===== src/rtl/gcd_pkg.sv =====
// Shared GCD job definitions: FSM state encoding, default widths, round-robin pick rule.
// Imported by the arbiter/controller, its round-robin sub-block and the datapath.
package gcd_pkg;

    localparam int GCD_W        = 16;
    localparam int GCD_MAX_ITER = 65535;

    typedef enum logic [2:0] {
        IDLE  = 3'd0,
        LOADA = 3'd1,
        LOADB = 3'd2,
        ITER  = 3'd3,
        RESP  = 3'd4
    } gcd_state_e;

    // Winning requester id; ptr holds the last-granted id, so a tie goes to the other one.
    function automatic logic rr_pick(input logic [1:0] req, input logic ptr);
        logic win;
        win = req[1];
        if (req[0] && req[1]) begin
            win = ~ptr;
        end
        return win;
    endfunction

endpackage


===== src/rtl/rr_arb2.sv =====
// Two-way round-robin arbiter: combinational one-hot grant, pointer updated when en is high.
// Zero latency; no backpressure of its own, the caller decides when a grant is taken.
module rr_arb2
    import gcd_pkg::*;
(
    input  logic       clk,
    input  logic       rst_n,
    input  logic [1:0] req,
    input  logic       en,
    output logic [1:0] gnt
);

    logic ptr_q;
    logic win;

    assign win = rr_pick(req, ptr_q);

    always_comb begin
        gnt = 2'b00;
        if (|req) begin
            gnt = win ? 2'b10 : 2'b01;
        end
    end

    // Pointer starts at 1 so requester 0 wins the first contention.
    always_ff @(posedge clk) begin
        if (!rst_n) begin
            ptr_q <= 1'b1;
        end else if (en && (|req)) begin
            ptr_q <= win;
        end
    end

endmodule


===== src/rtl/gcd_arbiter.sv =====
// Two-requester GCD job controller driving an external subtractive datapath.
// Grant at T, result strobe at T+4+N (T+1 for a zero operand); one job in flight, others wait.
module gcd_arbiter
    import gcd_pkg::*;
#(
    parameter int W        = GCD_W,
    parameter int MAX_ITER = GCD_MAX_ITER
) (
    input  logic         clk,
    input  logic         rst_n,
    input  logic         req0,
    input  logic         req1,
    input  logic [W-1:0] a0,
    input  logic [W-1:0] b0,
    input  logic [W-1:0] a1,
    input  logic [W-1:0] b1,
    output logic         gnt0,
    output logic         gnt1,
    output logic         rsp_valid,
    output logic         rsp_id,
    output logic [W-1:0] rsp_gcd,
    output logic         rsp_err,
    output logic [W-1:0] dp_data_in,
    output logic         ldA,
    output logic         ldB,
    output logic         sel1,
    output logic         sel2,
    output logic         sel_in,
    input  logic         lt,
    input  logic         gt,
    input  logic         eq,
    input  logic [W-1:0] dp_result
);

    localparam logic [W-1:0] MAX_W = W'(MAX_ITER);

    gcd_state_e   state_q;
    logic [W-1:0] b_q;
    logic         id_q;
    logic [W-1:0] cnt_q;

    logic         ldA_q;
    logic         ldB_q;
    logic         sel_in_q;
    logic [W-1:0] din_q;
    logic         rsp_valid_q;
    logic         rsp_id_q;
    logic [W-1:0] rsp_gcd_q;
    logic         rsp_err_q;

    logic [1:0]   rr_gnt;
    logic         arb_en;
    logic         sel_id;
    logic [W-1:0] sel_a;
    logic [W-1:0] sel_b;

    logic         it_sub_a;
    logic         it_sub_b;
    logic         it_done;
    logic         it_tmo;

    // A grant is only taken in IDLE, and never on a cycle that is being reset.
    assign arb_en = (state_q == IDLE) && rst_n && (req0 || req1);

    rr_arb2 u_rr (
        .clk   (clk),
        .rst_n (rst_n),
        .req   ({req1, req0}),
        .en    (arb_en),
        .gnt   (rr_gnt)
    );

    assign gnt0   = arb_en & rr_gnt[0];
    assign gnt1   = arb_en & rr_gnt[1];
    assign sel_id = rr_gnt[1];
    assign sel_a  = sel_id ? a1 : a0;
    assign sel_b  = sel_id ? b1 : b0;

    always_comb begin
        it_sub_a = 1'b0;
        it_sub_b = 1'b0;
        it_done  = 1'b0;
        it_tmo   = 1'b0;
        if (state_q == ITER) begin
            if (eq) begin
                it_done = 1'b1;
            end else if (cnt_q == MAX_W) begin
                it_tmo = 1'b1;
            end else if (lt) begin
                it_sub_b = 1'b1;
            end else if (gt) begin
                it_sub_a = 1'b1;
            end
        end
    end

    // Load controls are registered; subtract controls follow the live compare flags.
    assign ldA        = ldA_q | it_sub_a;
    assign ldB        = ldB_q | it_sub_b;
    assign sel1       = it_sub_b;
    assign sel2       = it_sub_a;
    assign sel_in     = sel_in_q;
    assign dp_data_in = din_q;
    assign rsp_valid  = rsp_valid_q;
    assign rsp_id     = rsp_id_q;
    assign rsp_gcd    = rsp_gcd_q;
    assign rsp_err    = rsp_err_q;

    always_ff @(posedge clk) begin
        if (!rst_n) begin
            state_q     <= IDLE;
            b_q         <= '0;
            id_q        <= 1'b0;
            cnt_q       <= '0;
            ldA_q       <= 1'b0;
            ldB_q       <= 1'b0;
            sel_in_q    <= 1'b0;
            din_q       <= '0;
            rsp_valid_q <= 1'b0;
            rsp_id_q    <= 1'b0;
            rsp_gcd_q   <= '0;
            rsp_err_q   <= 1'b0;
        end else begin
            ldA_q       <= 1'b0;
            ldB_q       <= 1'b0;
            sel_in_q    <= 1'b0;
            din_q       <= '0;
            rsp_valid_q <= 1'b0;
            case (state_q)
                IDLE: begin
                    if (arb_en) begin
                        id_q  <= sel_id;
                        b_q   <= sel_b;
                        cnt_q <= '0;
                        if ((sel_a == '0) || (sel_b == '0)) begin
                            // gcd(x,0) = x; both zero has no defined result.
                            state_q     <= RESP;
                            rsp_valid_q <= 1'b1;
                            rsp_id_q    <= sel_id;
                            rsp_gcd_q   <= sel_a | sel_b;
                            rsp_err_q   <= (sel_a == '0) && (sel_b == '0);
                        end else begin
                            state_q  <= LOADA;
                            ldA_q    <= 1'b1;
                            sel_in_q <= 1'b1;
                            din_q    <= sel_a;
                        end
                    end
                end
                LOADA: begin
                    state_q  <= LOADB;
                    ldB_q    <= 1'b1;
                    sel_in_q <= 1'b1;
                    din_q    <= b_q;
                end
                LOADB: begin
                    state_q <= ITER;
                end
                ITER: begin
                    if (it_done || it_tmo) begin
                        state_q     <= RESP;
                        rsp_valid_q <= 1'b1;
                        rsp_id_q    <= id_q;
                        rsp_gcd_q   <= it_done ? dp_result : '0;
                        rsp_err_q   <= it_tmo;
                    end else if (it_sub_a || it_sub_b) begin
                        cnt_q <= cnt_q + W'(1);
                    end
                end
                RESP: begin
                    state_q   <= IDLE;
                    rsp_id_q  <= 1'b0;
                    rsp_gcd_q <= '0;
                    rsp_err_q <= 1'b0;
                end
                default: begin
                    state_q <= IDLE;
                end
            endcase
        end
    end

endmodule


===== config.mk =====
export PLATFORM = sky130hd
export DESIGN_NAME = gcd_arbiter
export DESIGN_NICKNAME = d
export VERILOG_FILES = /design/src/rtl/gcd_pkg.sv /design/src/rtl/rr_arb2.sv /design/src/rtl/gcd_arbiter.sv
export SDC_FILE = /design/constraint.sdc
export NUM_CORES = 1
export LEC_CHECK = 0
export BUFFER_PORTS_ARGS = -buffer_cell sky130_fd_sc_hd__buf_2
export CAP_MARGIN = 15
export CORE_MARGIN = 5
export CORE_UTILIZATION = 56
export CTS_BUF_LIST = sky130_fd_sc_hd__clkbuf_4 sky130_fd_sc_hd__clkbuf_8
export DETAILED_ROUTE_END_ITERATION = 8
export GPL_TIMING_DRIVEN = 0
export PLACE_DENSITY = 0.88
export SYNTH_ARGS = -nofsm -noshare
export SYNTH_HDL_FRONTEND = slang
export SYNTH_SLANG_ARGS = --single-unit

===== constraint.sdc =====
create_clock -name clk -period 3.46 [get_ports clk]
set_clock_uncertainty 0.15 [all_clocks]
set_input_delay 0.519 -clock clk [delete_from_list [all_inputs] [get_ports clk]]
set_output_delay 0.519 -clock clk [all_outputs]
set_load 0.01 [all_outputs]

==> flow_summary.json, run 1 <==
{
  "r2r-start": "state_q[2]$_SDFFE_PN0P_",
  "dp_hpwl_um": 10300,
  "port_buffers": 128,
  "synthTopCellsByArea": "dfxtp_1 (39%), mux2i_1 (8.4%), a21oi_1 (6.4%)",
  "fp.dieW_um": 92.6,
  "synth_edf_count": 0,
  "num_vias": 4240,
  "antenna_left": 0,
  "hp-class": "register to register",
  "drtIter0Drc": 321,
  "reg2reg_to": "dp_data_in[15]$_SDFF_PN0_",
  "clock_sinks": 75,
  "cp-start-kind": "register",
  "insertion_delay_ns": 0.36,
  "max_slew.worst_pin.slew_ns": 0.878,
  "slew_violations": 0,
  "syn_inst": 449,
  "fin_crit_ns": 2.93,
  "grt_pass1_wl_um": 21100,
  "die-area_sq_um": 8570,
  "leakage_nw": 2.19,
  "wl_per_cell_um": 19.6,
  "setup_viol": 0,
  "finalWorstSetupSlack_ns": 0.535,
  "grt_overflow": 0,
  "layout.nets": 676,
  "num-fill-cells": 556,
  "rsz0062_at_grt": "no",
  "wl_um": 13200,
  "crit_path_end": "ldA",
  "postCtsHoldBufs": 0,
  "ys_types": 46,
  "gp_congestion": 0.941,
  "max_stage_delay_ns": 0.59,
  "area_growth_pct": 25.2,
  "io_pins": 129,
  "track_usage_pct": 31.1,
  "finalSetupTns_ns": 0,
  "cp_max_fo": 6,
  "async_flop_share_pct": 0,
  "drt_pre_antenna_iters": 5,
  "tritoncts": "done",
  "drive_above_1_share_pct": 30.0,
  "num_rows": 30,
  "cts_resized": 0,
  "finalHoldViolations": 0,
  "worstPathRequired_ns": 2.79,
  "reg2regPathDepth": 5,
  "cts_htree_levels": 3,
  "drc": 0,
  "dpl_worst_slack_ns": 0.262,
  "yosys.area.top_type": "dfxtp_1",
  "path_class": "register to output port",
  "max_freq_ghz": 0.342,
  "cts_root_buf": "clkbuf_8",
  "clockBufferDepth": 2,
  "pwr_density_cell_nw_per_um2": 482,
  "syn-mean-instance-area_sq_um": 8.50,
  "arrival_ns": 2.26,
  "cts_made_buffers": 9,
  "fp.dieH_um": 92.6,
  "status": "finished, final reports clean",
  "slowest_stage": "nor3_1",
  "yosys_most_used_dff": "dfxtp_1",
  "yosys_warnings": 0,
  "slew_headroom_pct": 41.3,
  "synth.top_cell.area_share_pct": 39.3,
  "ir_worst_vdd_mv": 0.233,
  "initial_core_util_pct": 56.8,
  "clkTransAtPathRegs_ns": 0.08,
  "antenna_found_initial": 0,
  "grt_pass1_vias": 4281,
  "r2r_slack_ns": 0.99,
  "drv_cap": 0,
  "placeableCoreArea_sq_um": 6720,
  "grt_max_degree": 14,
  "ys_ff_latch": 75,
  "synth-seq-area-share_pct": 39.3,
  "fin_crit_sh_pct": 84.6,
  "post_drt_via_cell_ratio": 6.30,
  "syn_nets": 537,
  "num_antenna_cells": 0,
  "cp_cell_sequence": "ha_1, nand4_1, nor4_4, nor3_1, and3b_1, or2_2, buf_2",
  "synth_area_sq_um": 3820,
  "cts_setup_buffers": 0,
  "startpoint": "cnt_q[0]$_SDFFE_PN0P_",
  "critPathCaptureType": "output port"
}
worst max-delay path, delay by kind of cell (launching register included):
| family | cells | cell delay, ns |
|---|---|---|
| DFF | 1 | 0.36 |
| and+or+nand+nor | 5 | 1.16 |
| adders and majority gates | 1 | 0.25 |
| buffers and inverters | 1 | 0.11 |
where the power goes:
group,internal [mW],total (mW),leakage [nW],switching (mW)
Combinational,0.213,0.560,1.47,0.347
Sequential,0.948,0.982,0.612,0.0343
Clock,0.415,0.764,0.106,0.348
per-layer routing:
metal  track usage [%]  vias to the layer above  share of wire [%]
met3              5.44                       34                7.6
met1              37.2                     1981                 39
met5                 0                        -                  0
met4              15.5                        0                3.6
li1                  -                     1991                  -
met2              53.5                      234                 50
layout make-up:
class,count,area [sq um],share of cell area (%)
plain buffers,33,158,3.30
inverters,4,15.0,0.314
multi-input cells,337,2140,44.9
repair buffers,128,641,13.4
flip-flops and latches,75,1500,31.4
clock buffers,10,131,2.75
well taps,80,100,2.09
clock inverters,6,88.8,1.86
flip-flops by register name, summed over array words and instances (netlist names):
register and count:
rsp_id 1, u_rr.ptr_q 1, rsp_gcd 16, id_q 1
dp_data_in 16, rsp_valid 1, ldA_q 1, rsp_err 1
ldB_q 1, cnt_q 16, b_q 16, sel_in 1
state_q 3
cells in the mapped netlist, types with 6 or more instances:
master	instances
a21oi_1	49
buf_2	6
clkbuf_1	19
dfxtp_1	75
mux2i_1	32
nand2_1	31
nand3_1	24
nand4_1	7
nor2_1	8
nor3_1	36
nor4_1	17
o21ai_0	41
o221a_2	15
o31ai_1	6
or3_1	25
or4_1	6
worst min path at each step:
stage                                    from                       end  cells after the start
final                     b_q[2]$_SDFFE_PN0P_  dp_data_in[2]$_SDFF_PN0_                      2
after global routing                    a1[7]  dp_data_in[7]$_SDFF_PN0_                      3
after CTS                 b_q[7]$_SDFFE_PN0P_  dp_data_in[7]$_SDFF_PN0_                      2
after detailed placement  b_q[7]$_SDFFE_PN0P_  dp_data_in[7]$_SDFF_PN0_                      2
after global placement    b_q[4]$_SDFFE_PN0P_  dp_data_in[4]$_SDFF_PN0_                      2
after floorplan           b_q[0]$_SDFFE_PN0P_  dp_data_in[0]$_SDFF_PN0_                      2
per-stage QoR:
stage	area (sq um)	util, %	hold WS [ns]	power, mW	std cells
final	4780	71.1	0.314	2.31	673
after global placement	4560	67.8	0.287	1.54	657
after floorplan	3820	-	0.275	1.32	449
after CTS	4780	71.1	0.318	2.30	673
after detailed placement	4560	67.8	0.297	1.55	657
after global routing	4780	71.1	0.341	2.41	673
layout by cell type (no fill, tap or decap), types with 4 or more instances in the layout:
master      n
o31ai_1     6
mux2i_1    32
buf_1       4
nand2_1    31
or4_1       6
o21ai_0    41
nand4_1     7
inv_1       4
clkbuf_8    9
buf_2     134
nand3_1    24
or3_1      25
o221a_2    15
a21oi_1    49
nor4_1     17
nor3_1     36
clkbuf_1   19
nor2_1      8
dfxtp_1    75
kinds of logic after synthesis:
family	after synthesis	share of synthesized area, %
XOR/XNOR	1	0.229
buffers and inverters	37	4.52
multiplexers	32	8.39
adder cells (fa/ha/maj)	1	0.328
flip-flops	75	39.3
AO/OA/AOI/OAI	131	21.9
AND/OR/NAND/NOR	172	25.3
No activity file was read; power rests on OpenSTA's default activity.
==> run 2: changes to the inputs <==
--- a/config.mk
+++ b/config.mk
@@ -8,11 +8,11 @@
 export BUFFER_PORTS_ARGS = -buffer_cell sky130_fd_sc_hd__buf_2
 export CAP_MARGIN = 15
 export CORE_MARGIN = 5
-export CORE_UTILIZATION = 56
+export CORE_UTILIZATION = 52
 export CTS_BUF_LIST = sky130_fd_sc_hd__clkbuf_4 sky130_fd_sc_hd__clkbuf_8
 export DETAILED_ROUTE_END_ITERATION = 8
 export GPL_TIMING_DRIVEN = 0
-export PLACE_DENSITY = 0.88
+export PLACE_DENSITY = 0.82
 export SYNTH_ARGS = -nofsm -noshare
 export SYNTH_HDL_FRONTEND = slang
 export SYNTH_SLANG_ARGS = --single-unit
==> constraint.sdc (replaced) <==
create_clock -name clk -period 3 [get_ports clk]
set_clock_uncertainty 0.15 [all_clocks]
set_input_delay 0.45 -clock clk [delete_from_list [all_inputs] [get_ports clk]]
set_output_delay 0.45 -clock clk [all_outputs]
set_load 0.01 [all_outputs]
==> flow_summary.json, run 2 (synthesis gave the netlist of run 1 again) <==
{
  "clock_sinks": 75,
  "cts_made_buffers": 9,
  "grt_pass1_vias": 4237,
  "num_vias": 4237,
  "layout_common_cells": "buf_2 (134), dfxtp_1 (75), a21oi_1 (49), o21ai_0 (41), nor3_1 (35)",
  "postCtsHoldBufs": 0,
  "finalHoldViolations": 0,
  "dp_hpwl_um": 10500,
  "slew_headroom_pct": 42.7,
  "critPathCaptureType": "output port",
  "clockBufferDepth": 2,
  "hp-class": "input pin to register",
  "layout_commonest_cell": "buf_2",
  "io_pins": 129,
  "cp-start-kind": "register",
  "drc": 0,
  "holdPathStages": 3,
  "max_slew.worst_pin.slew_ns": 0.857,
  "reg2regPathDepth": 8,
  "num_rows": 31,
  "insertion_delay_ns": 0.36,
  "tritoncts": "done",
  "drv_cap": 0,
  "cts_root_buf": "clkbuf_8",
  "path_class": "register to output port",
  "finalHoldWorstSlack_ns": 0.260,
  "num_antenna_cells": 0,
  "leakage_nw": 2.21,
  "setup_viol": 0,
  "layout.nets": 678,
  "fp.dieH_um": 95.7,
  "drt_pre_antenna_iters": 6,
  "post_drt_via_cell_ratio": 6.11,
  "die-area_sq_um": 9150,
  "status": "finished, final reports clean",
  "track_usage_pct": 30.0,
  "drive_above_1_share_pct": 30.4,
  "wl_per_cell_um": 19.6,
  "cp_max_fo": 6,
  "cts_htree_levels": 3,
  "area_growth_pct": 26.6,
  "gp_congestion": 0.929,
  "arrival_ns": 2.25,
  "grt_overflow": 0,
  "drtIter0Drc": 418,
  "fin_crit_sh_pct": 94.9,
  "grt_max_degree": 13,
  "antenna_left": 0,
  "grt_pass1_wl_um": 21000,
  "pwr_density_cell_nw_per_um2": 558,
  "initial_core_util_pct": 52.9,
  "port_buffers": 128,
  "wl_um": 13600,
  "antenna_found_initial": 0,
  "max_freq_ghz": 0.351,
  "place_inst": 676,
  "placeableCoreArea_sq_um": 7210,
  "fp.dieW_um": 95.7,
  "worstPathRequired_ns": 2.40,
  "clkTransAtPathRegs_ns": 0.08,
  "final_cells": 694,
  "fin_crit_ns": 2.85,
  "slew_violations": 0,
  "ir_worst_vdd_mv": 0.268
}
run 2: final timing paths:
check / from / end / slack [ns]
max: cnt_q[0]$_SDFFE_PN0P_ / ldA / 0.15
min: b0[12] / b_q[12]$_SDFFE_PN0P_ / 0.26
max reg2reg: cnt_q[0]$_SDFFE_PN0P_ / cnt_q[3]$_SDFFE_PN0P_ / 0.52
min reg2reg: b_q[1]$_SDFFE_PN0P_ / dp_data_in[1]$_SDFF_PN0_ / 0.31
run 2: metrics by stage:
step | utilization [%] | cell area, sq um | worst slack [ns] | power (mW) | TNS (ns)
final | 67.0 | 4830 | 0.152 | 2.70 | 0
after global routing | 67.0 | 4830 | -0.0228 | 2.81 | -0.0228
after CTS | 66.7 | 4810 | 0.152 | 2.69 | 0
after detailed placement | 63.5 | 4580 | -0.105 | 1.79 | -0.236
after global placement | 63.5 | 4580 | -0.0688 | 1.78 | -0.141
after floorplan | - | 3820 | 0.848 | 1.53 | 0
run 2: per-layer routing:
layer  vias to the layer above  global-route usage [%]  wire length, um
met5                         -                       0                0
met4                         0                    11.0              374
met3                        38                    8.05             1020
met2                       197                    50.8             6750
met1                      2013                    36.3             5500
li1                       1989                       -                -
run 2: cell type report:
class                      count  area [sq um]
buffer                        33           158
clock buffer                  12           159
clock inverter                 4          72.6
inverter                       4          15.0
fill                         633          2380
multi-input combinational    337          2150
sequential                    75          1500
tap                           99           124
timing repair buffer         130           656
run 2: power by group:
group          internal (mW)  switching, mW  leakage, nW
logic                  0.246          0.404         1.48
clock network          0.522          0.391        0.116
registers               1.09         0.0397        0.612
run 2: worst max-delay path, cell delays in order, from the launching register on:
cell and delay (ns):
dfxtp_1 0.42, ha_1 0.23, nand4_1 0.15, nor4_4 0.34
nor3_2 0.14, and3b_1 0.21, or2_2 0.26, buf_2 0.14
run 2: timing repair:
| item | in CTS | in global routing |
|---|---|---|
| buffers inserted | 0 | 2 |
| endpoints found under the setup margin | 0 | 1 |
| gates resized for setup | 0 | 1 |
